File: src/rtl/conv_accel_pkg.sv
// Shared constants, FSM encoding and helpers for the convolution accelerator front/back ends.
package conv_accel_pkg;

    // Pixel width; must track the accelerator's bitLength.
    localparam int unsigned DATA_W  = 16;
    // Width of dimension fields and raster counters (max image 1023x1023).
    localparam int unsigned DIM_W   = 10;
    // Smallest legal image side for a 3x3 kernel.
    localparam int unsigned MIN_DIM = 3;

    typedef enum logic [2:0] {
        StIdle   = 3'd0,
        StStart  = 3'd1,
        StStream = 3'd2,
        StDrain  = 3'd3,
        StDone   = 3'd4
    } feeder_state_t;

    // True when both image dimensions can hold at least one full kernel window.
    function automatic logic dims_legal(input logic [DIM_W-1:0] w, input logic [DIM_W-1:0] h);
        return (w >= DIM_W'(MIN_DIM)) && (h >= DIM_W'(MIN_DIM));
    endfunction

endpackage

File: src/rtl/conv_rc_counter.sv
// Raster column/row counter: load latches the frame size and clears position,
// en advances one pixel in raster order.
module conv_rc_counter
    import conv_accel_pkg::*;
#(
    parameter int unsigned Width = DIM_W
) (
    input  logic             clk,
    input  logic             rst_n,
    input  logic             load,
    input  logic             en,
    input  logic [Width-1:0] width,
    input  logic [Width-1:0] height,
    output logic             last_col,
    output logic             last_pixel
);

    localparam logic [Width-1:0] One = Width'(1);

    logic [Width-1:0] col_q, row_q;
    logic [Width-1:0] col_max_q, row_max_q;
    logic             last_row;

    assign last_col   = (col_q == col_max_q);
    assign last_row   = (row_q == row_max_q);
    assign last_pixel = last_col && last_row;

    // Position and limit registers; limits are frozen until the next load.
    always_ff @(posedge clk) begin
        if (!rst_n) begin
            col_q     <= '0;
            row_q     <= '0;
            col_max_q <= '0;
            row_max_q <= '0;
        end else if (load) begin
            col_q     <= '0;
            row_q     <= '0;
            col_max_q <= width - One;
            row_max_q <= height - One;
        end else if (en) begin
            if (last_col) begin
                col_q <= '0;
                row_q <= last_row ? '0 : row_q + One;
            end else begin
                col_q <= col_q + One;
            end
        end
    end

endmodule

File: src/rtl/conv_line_feeder.sv
// Bridges a valid/ready pixel stream into the accelerator input-buffer protocol
// (bufferInput/wr/newline/cStart), framing pixels by a runtime width/height.
module conv_line_feeder
    import conv_accel_pkg::*;
(
    input  logic              Clk,
    input  logic              Rst,
    input  logic              frame_start,
    input  logic [DIM_W-1:0]  cfg_width,
    input  logic [DIM_W-1:0]  cfg_height,
    input  logic [DATA_W-1:0] s_data,
    input  logic              s_valid,
    output logic              s_ready,
    output logic [DATA_W-1:0] bufferInput,
    output logic              wr,
    output logic              newline,
    output logic              cStart,
    input  logic              FULL_in,
    input  logic              EMPTY_in,
    output logic              busy,
    output logic              frame_done,
    output logic              err_cfg
);

    feeder_state_t     state_q, state_d;
    logic [DATA_W-1:0] buf_q;
    logic              wr_q, newline_q, cstart_q, done_q, err_q;
    logic              cfg_ok, accept, load, last_col, last_pixel;

    assign cfg_ok = dims_legal(cfg_width, cfg_height);
    assign load   = (state_q == StIdle) && frame_start && cfg_ok;

    // Blocking on wr_q limits throughput to one pixel per two cycles so the
    // one-cycle FULL_in latency can never overrun the FIFO.
    assign s_ready = (state_q == StStream) && !FULL_in && !wr_q;
    assign accept  = s_valid && s_ready;

    conv_rc_counter #(
        .Width (DIM_W)
    ) u_rc_counter (
        .clk        (Clk),
        .rst_n      (Rst),
        .load       (load),
        .en         (accept),
        .width      (cfg_width),
        .height     (cfg_height),
        .last_col   (last_col),
        .last_pixel (last_pixel)
    );

    // Next-state logic for the frame sequencer.
    always_comb begin
        state_d = state_q;
        unique case (state_q)
            StIdle:   if (load) state_d = StStart;
            StStart:  state_d = StStream;
            StStream: if (accept && last_pixel) state_d = StDrain;
            // Ignore EMPTY_in while the final write is still in flight.
            StDrain:  if (EMPTY_in && !wr_q) state_d = StDone;
            StDone:   state_d = StIdle;
            default:  state_d = StIdle;
        endcase
    end

    // State register and registered output pulses.
    always_ff @(posedge Clk) begin
        if (!Rst) begin
            state_q   <= StIdle;
            buf_q     <= '0;
            wr_q      <= 1'b0;
            newline_q <= 1'b0;
            cstart_q  <= 1'b0;
            done_q    <= 1'b0;
            err_q     <= 1'b0;
        end else begin
            state_q   <= state_d;
            wr_q      <= accept;
            newline_q <= accept && last_col;
            cstart_q  <= (state_d == StStart);
            done_q    <= (state_d == StDone);
            if (accept) begin
                buf_q <= s_data;
            end
            if (state_q == StIdle && frame_start) begin
                err_q <= !cfg_ok;
            end
        end
    end

    assign bufferInput = buf_q;
    assign wr          = wr_q;
    assign newline     = newline_q;
    assign cStart      = cstart_q;
    assign frame_done  = done_q;
    assign err_cfg     = err_q;
    assign busy        = (state_q != StIdle);

endmodule

File: config.mk
export PLATFORM = sky130hd
export DESIGN_NAME = conv_line_feeder
export DESIGN_NICKNAME = d
export VERILOG_FILES = /design/src/rtl/conv_accel_pkg.sv /design/src/rtl/conv_rc_counter.sv /design/src/rtl/conv_line_feeder.sv
export SDC_FILE = /design/constraint.sdc
export NUM_CORES = 1
export LEC_CHECK = 0
export CORE_MARGIN = 8
export CORE_UTILIZATION = 53
export CTS_CLUSTER_DIAMETER = 50
export DETAILED_ROUTE_END_ITERATION = 8
export PLACE_DENSITY = 0.93
export SETUP_SLACK_MARGIN = 0.05
export SYNTH_ARGS = -nofsm -noshare
export SYNTH_HDL_FRONTEND = slang
export SYNTH_SLANG_ARGS = --single-unit
File: constraint.sdc
create_clock -name Clk -period 3.4 [get_ports Clk]
set_input_delay 0.68 -clock Clk [delete_from_list [all_inputs] [get_ports Clk]]
set_output_delay 0.68 -clock Clk [all_outputs]
set_load 0.02 [all_outputs]
======== After elaboration in Yosys (flattened, before gate mapping) ========
Cells that the tools add are included.
storage, ports and cells
  flip-flop bits (word level) ............. 64
  input bits .............................. 42
  output and inout port bits .............. 23
  word-level logic and storage cells ...... 48
operators by class
  add/sub/neg operators ................... 4
  magnitude comparators ................... 2
  equal/unequal tests ..................... 7
  muxes and demuxes ....................... 6
  bitwise operators ....................... 1
  reductions and logical operators ........ 17
operators with widths
  operator                                                                 number
  10-bit by 1-bit adder with 10-bit output (second input constant)         2
  10-bit == test                                                           2
  10-bit by 2-bit >= comparator with 1-bit output (second input constant)  2
  10-bit two-way mux                                                       2
  10-bit by 1-bit subtractor with 10-bit output (second input constant)    2
  3-bit one-hot mux with 4 select lines                                    1
  1-bit logical AND                                                        10
  3-bit two-way mux                                                        3
  3-bit by 1-bit == test with 1-bit output (second input constant)         2
  3-bit by 2-bit == test with 1-bit output (second input constant)         2
  3-bit == test (second input constant)                                    1
  1-bit logical NOT                                                        3
  3-bit logical NOT                                                        1
  3-bit nonzero test                                                       1
  2-bit AND reduction                                                      1
  2-bit OR reduction                                                       1
  1-bit NOT                                                                1

======== Depth between registers and ports, before layout ========
  word-level depth ........................ 8
  mapped depth ............................ 8
  depth with buffers taken out ............ 7

======== By module ========
Synthesis repeated with hierarchy kept, for this count alone.
unflattened totals
  cell total of the unflattened synthesis .. 358
  area total of the unflattened synthesis .. 3130.5 um2
modules (own cells, without submodules)
  module            instances  cells an instance  area each (um2)  seq. area each (um2)
  conv_rc_counter   1          249                2175.8           800.8
  conv_line_feeder  1          109                954.7            480.5

======== Worst setup path after synthesis ========
OpenSTA, ideal clock, no wires.
  path kind ............................... input to register
  start point ............................. input cfg_height[0]
  end point ............................... register u_rc_counter.row_max_q[9]
  setup time .............................. 116 ps
  arrival ................................. 1808 ps
  data required time ...................... 3284 ps
  slack ................................... 1476 ps
  stages on the path ...................... 5
  buffers on the path ..................... 0
  cells stage by stage .................... or4_4 -> nor4b_2 -> xnor2_1 -> nand2_1 -> o211a_1
between the ends
  longest elaborated chain between the ends .. 3
  elaborated cells between the ends (all ways) .. 4
  those cells by class .................... 1 x add/sub; 1 x order compare; 2 x reduce/logical
RTL lines
  element                                          RTL line                source
  from (decl)                                      conv_line_feeder.sv:10  input logic [DIM_W-1:0] cfg_height,
  10-bit by 2-bit >= comparator with 1-bit output  conv_accel_pkg.sv:21    return (w >= DIM_W'(MIN_DIM)) && (h >= DIM_W'(MIN_DIM));
  1-bit logical AND                                conv_accel_pkg.sv:21
  1-bit logical AND                                conv_line_feeder.sv:31  assign load = (state_q == StIdle) && frame_start && cfg_ok;
  to (signal assigned)                             conv_rc_counter.sv:39   row_max_q <= height - One;
  to (decl)                                        conv_rc_counter.sv:21   logic [Width-1:0] col_max_q, row_max_q;
Several ways; a longest one is shown, not always the timed one.
A chain may end at the register's enable or synchronous reset.

======== Final worst setup path ========
  start point ............................. register state_q[0]
  end point ............................... output s_ready
between the ends
  longest elaborated chain between the ends .. 3
RTL lines
  element                                   RTL line                source
  from (decl)                               conv_line_feeder.sv:25  feeder_state_t state_q, state_d;
  from (signal assigned)                    conv_line_feeder.sv:68  state_q <= StIdle;
  from (signal assigned)                    conv_line_feeder.sv:76  state_q <= state_d;
  3-bit by 2-bit == test with 1-bit output  conv_line_feeder.sv:35  assign s_ready = (state_q == StStream) && !FULL_in && !wr_q;
  1-bit logical AND (2 in series)           conv_line_feeder.sv:35
  to (decl)                                 conv_line_feeder.sv:13  output logic s_ready,
No other way between the ends.

==> metrics.cfg <==
[synth]
syn_nets = 418
synth_area_um2 = 3210
post_synth_and_or_nand_nor_area_fraction_pct = 27.9
synth.avg_cell_area_um2 = 8.69
ys_warn_count = 0
syn_inst = 370
synth_fa_ha_area_share_pct = 2.34
synth_edf_count = 0
ys.flop_type = dfxtp_1
yosys_register_bits = 64
synth_mux_area_share_pct = 0
synth-seq-area-share_pct = 39.9
synth_top_family_by_area = simple AND/OR/NAND/NOR gates
synthXorXnorAreaFrac_pct = 10.9
postSynth.asyncResetShare_pct = 0
synth.distinct_cells = 38
synth-compound-area-share_pct = 15.5

[setup_path]
critPathMaxFanout = 5
cp-start-kind = flop
worstPathArrival_ns = 1.86
cp.required_ns = 2.72
critPathMaxStageDelay_ns = 0.62
path_cells = nor4b_4 -> nor2b_1 -> clkdlybuf4s50_1
crit_family = buffers and inverters
cp.depth = 3
critPathCaptureType = output port
crit_buf_inv = 1
crit_type = flop to output port
slowest_stage = clkdlybuf4s50_1
reg2reg_depth = 5

[grt]
overflow = 0
grt_first_pass_wirelength_mm = 12.4
grt_pass1_vias = 2759
grt_max_degree = 21
grtUsageTotal_pct = 17.6
antenna_found_initial = 0

[placed_design]
dpl_cell_area_um2 = 3890
portBuffers = 64
gp_congestion = 0.785
dp_hpwl_mm = 5.53

[floorplan]
num_rows = 28
die-width_um = 93.9
die_h_um = 93.9
io_pins = 65
start_util_pct = 54.6
dieArea_um2 = 8810
core_area_um2 = 5890

[cts]
cts_tree = done
cts_buffer_depth = 2
postCtsSetupRepairBufs = 0
root_buffer = clkbuf_8
cts_resized = 0
path_clk_slew_ns = 0.07
cts_buffers = 9
h-tree-depth = 3
cts.sinks = 64
clk_latency_ns = 0.34
hold_buffers = 0

[cells_and_area]
fin_area_um2 = 4090
syn_to_final_growth_pct = 27.2
final_common_cell = nand2_1
drive_above_1_share_pct = 5.73
diodes = 0
nets = 479
final_cell_mix = nand2_1 (66), dfxtp_1 (64), clkdlybuf4s50_1 (64)
final_util_pct = 69.5

[drt]
first_iter_violations = 181
viasPerCell = 5.57
drt_pass1_iterations = 5
drc = 0
wl_per_cell_um = 14.6
via_count = 2847
ant_nets = 0
routed_wl_mm = 7.46

[sta]
min_period_ns = 2.54
hold_ws_ns = 0.463
slew_viol_final = 0
setup_viol = 0
final.setup.tns_ns = 0
slew-limit-headroom_pct = 52.2
hold_violations = 0
fin_crit_sh_pct = 74.7
clock-skew-final_ns = 0.00848
rsz0062_at_grt = false
maxClockFrequency_ghz = 0.394
tightest_slew_ns = 0.715

[flow_run]
maxCapViolCount = 0

[power]
vdd_drop_max_mv = 0.307
power.leakage_nw = 1.71
p_per_area_nw_per_um2 = 418

[worst_hold_path]
hold_path.class = flop to flop
min_path_cells = 2

[run_status]
status = finished clean

[routing by layer]
layer,routed length [µm],global-route usage [%],vias to the layer above
met5,0,0,-
met4,134,8.45,0
met3,432,5.12,11
met2,3740,29.0,94
met1,3160,20.4,1337
li1,-,-,1405
[cell usage after synthesis, types with 2 or more instances]
cell type / n / share of area (%)
nand4b_1: 3 / 0.82
a22oi_1: 8 / 1.9
o211a_1: 21 / 6.5
nand2b_1: 3 / 0.58
nand3_1: 18 / 2.8
nor2b_1: 5 / 0.97
nor3b_1: 3 / 0.70
nand2_1: 66 / 7.7
a21oi_1: 13 / 2.0
xnor2_1: 14 / 3.8
and3_1: 5 / 0.97
nor2_1: 29 / 3.4
and2_1: 9 / 1.8
inv_1: 5 / 0.58
buf_4: 4 / 0.93
clkbuf_1: 7 / 0.82
o21a_1: 2 / 0.47
nor3_1: 5 / 0.78
nand4_1: 8 / 1.6
buf_2: 8 / 1.2
and4_1: 2 / 0.55
nor4_1: 5 / 0.97
xor2_1: 26 / 7.1
a21boi_0: 16 / 3.7
ha_1: 6 / 2.3
nor4_2: 2 / 0.78
dfxtp_1: 64 / 40
nand3b_1: 3 / 0.70
[state kept, by name, indices dropped and copies added, names as in the netlist, 3 cells and up]
| register | flops |
|---|---|
| bufferInput | 16 |
| u_rc_counter.col_max_q | 10 |
| u_rc_counter.col_q | 10 |
| u_rc_counter.row_max_q | 10 |
| u_rc_counter.row_q | 10 |
| state_q | 3 |
[power by group]
| part | switching (mW) | internal [mW] | total [mW] |
|---|---|---|---|
| clock network | 0.277 | 0.380 | 0.657 |
| logic | 0.122 | 0.124 | 0.246 |
| registers | 0.0249 | 0.782 | 0.807 |
| total | 0.423 | 1.29 | 1.71 |
[path summary, 6_finish.rpt]
path                            slack, ns             startpoint               endpoint
worst max-delay path                 0.86             state_q[0]                s_ready
worst min-delay path                 0.46        bufferInput[13]        bufferInput[13]
worst max register to register       1.22  u_rc_counter.col_q[1]  u_rc_counter.col_q[9]
worst min register to register       0.46        bufferInput[13]        bufferInput[13]
[cells by family after synthesis]
kind of cell / after synthesis
fa+ha+maj: 6
simple gates: 172
flops: 64
xor+xnor: 40
compound gates: 64
buf+inv: 24
[stage by stage]
stage / instances / power [mW] / setup slack, ns
final: 511 / 1.71 / 0.862
after CTS: 511 / 1.72 / 0.838
after detailed placement: 495 / 1.07 / 0.698
after floorplan: 370 / 0.965 / 1.48
after global placement: 495 / 1.06 / 0.743
after global routing: 511 / 1.78 / 0.793
[worst min-delay path, delay by kind of cell, from the launching register on]
family,cells,cell delay [ns]
and+or+nand+nor,1,0.04
AOI/OAI and AO/OA,1,0.06
DFF,1,0.31
[cell type report]
class	instances	area, µm²
sequential	64	1280
clock buffer	14	163
timing repair buffer	69	678
fill	447	1800
clock inverter	2	37.5
tap	75	93.8
multi-input combinational	282	1820
inverter	5	18.8
No activity file was read; power rests on OpenSTA's default activity.
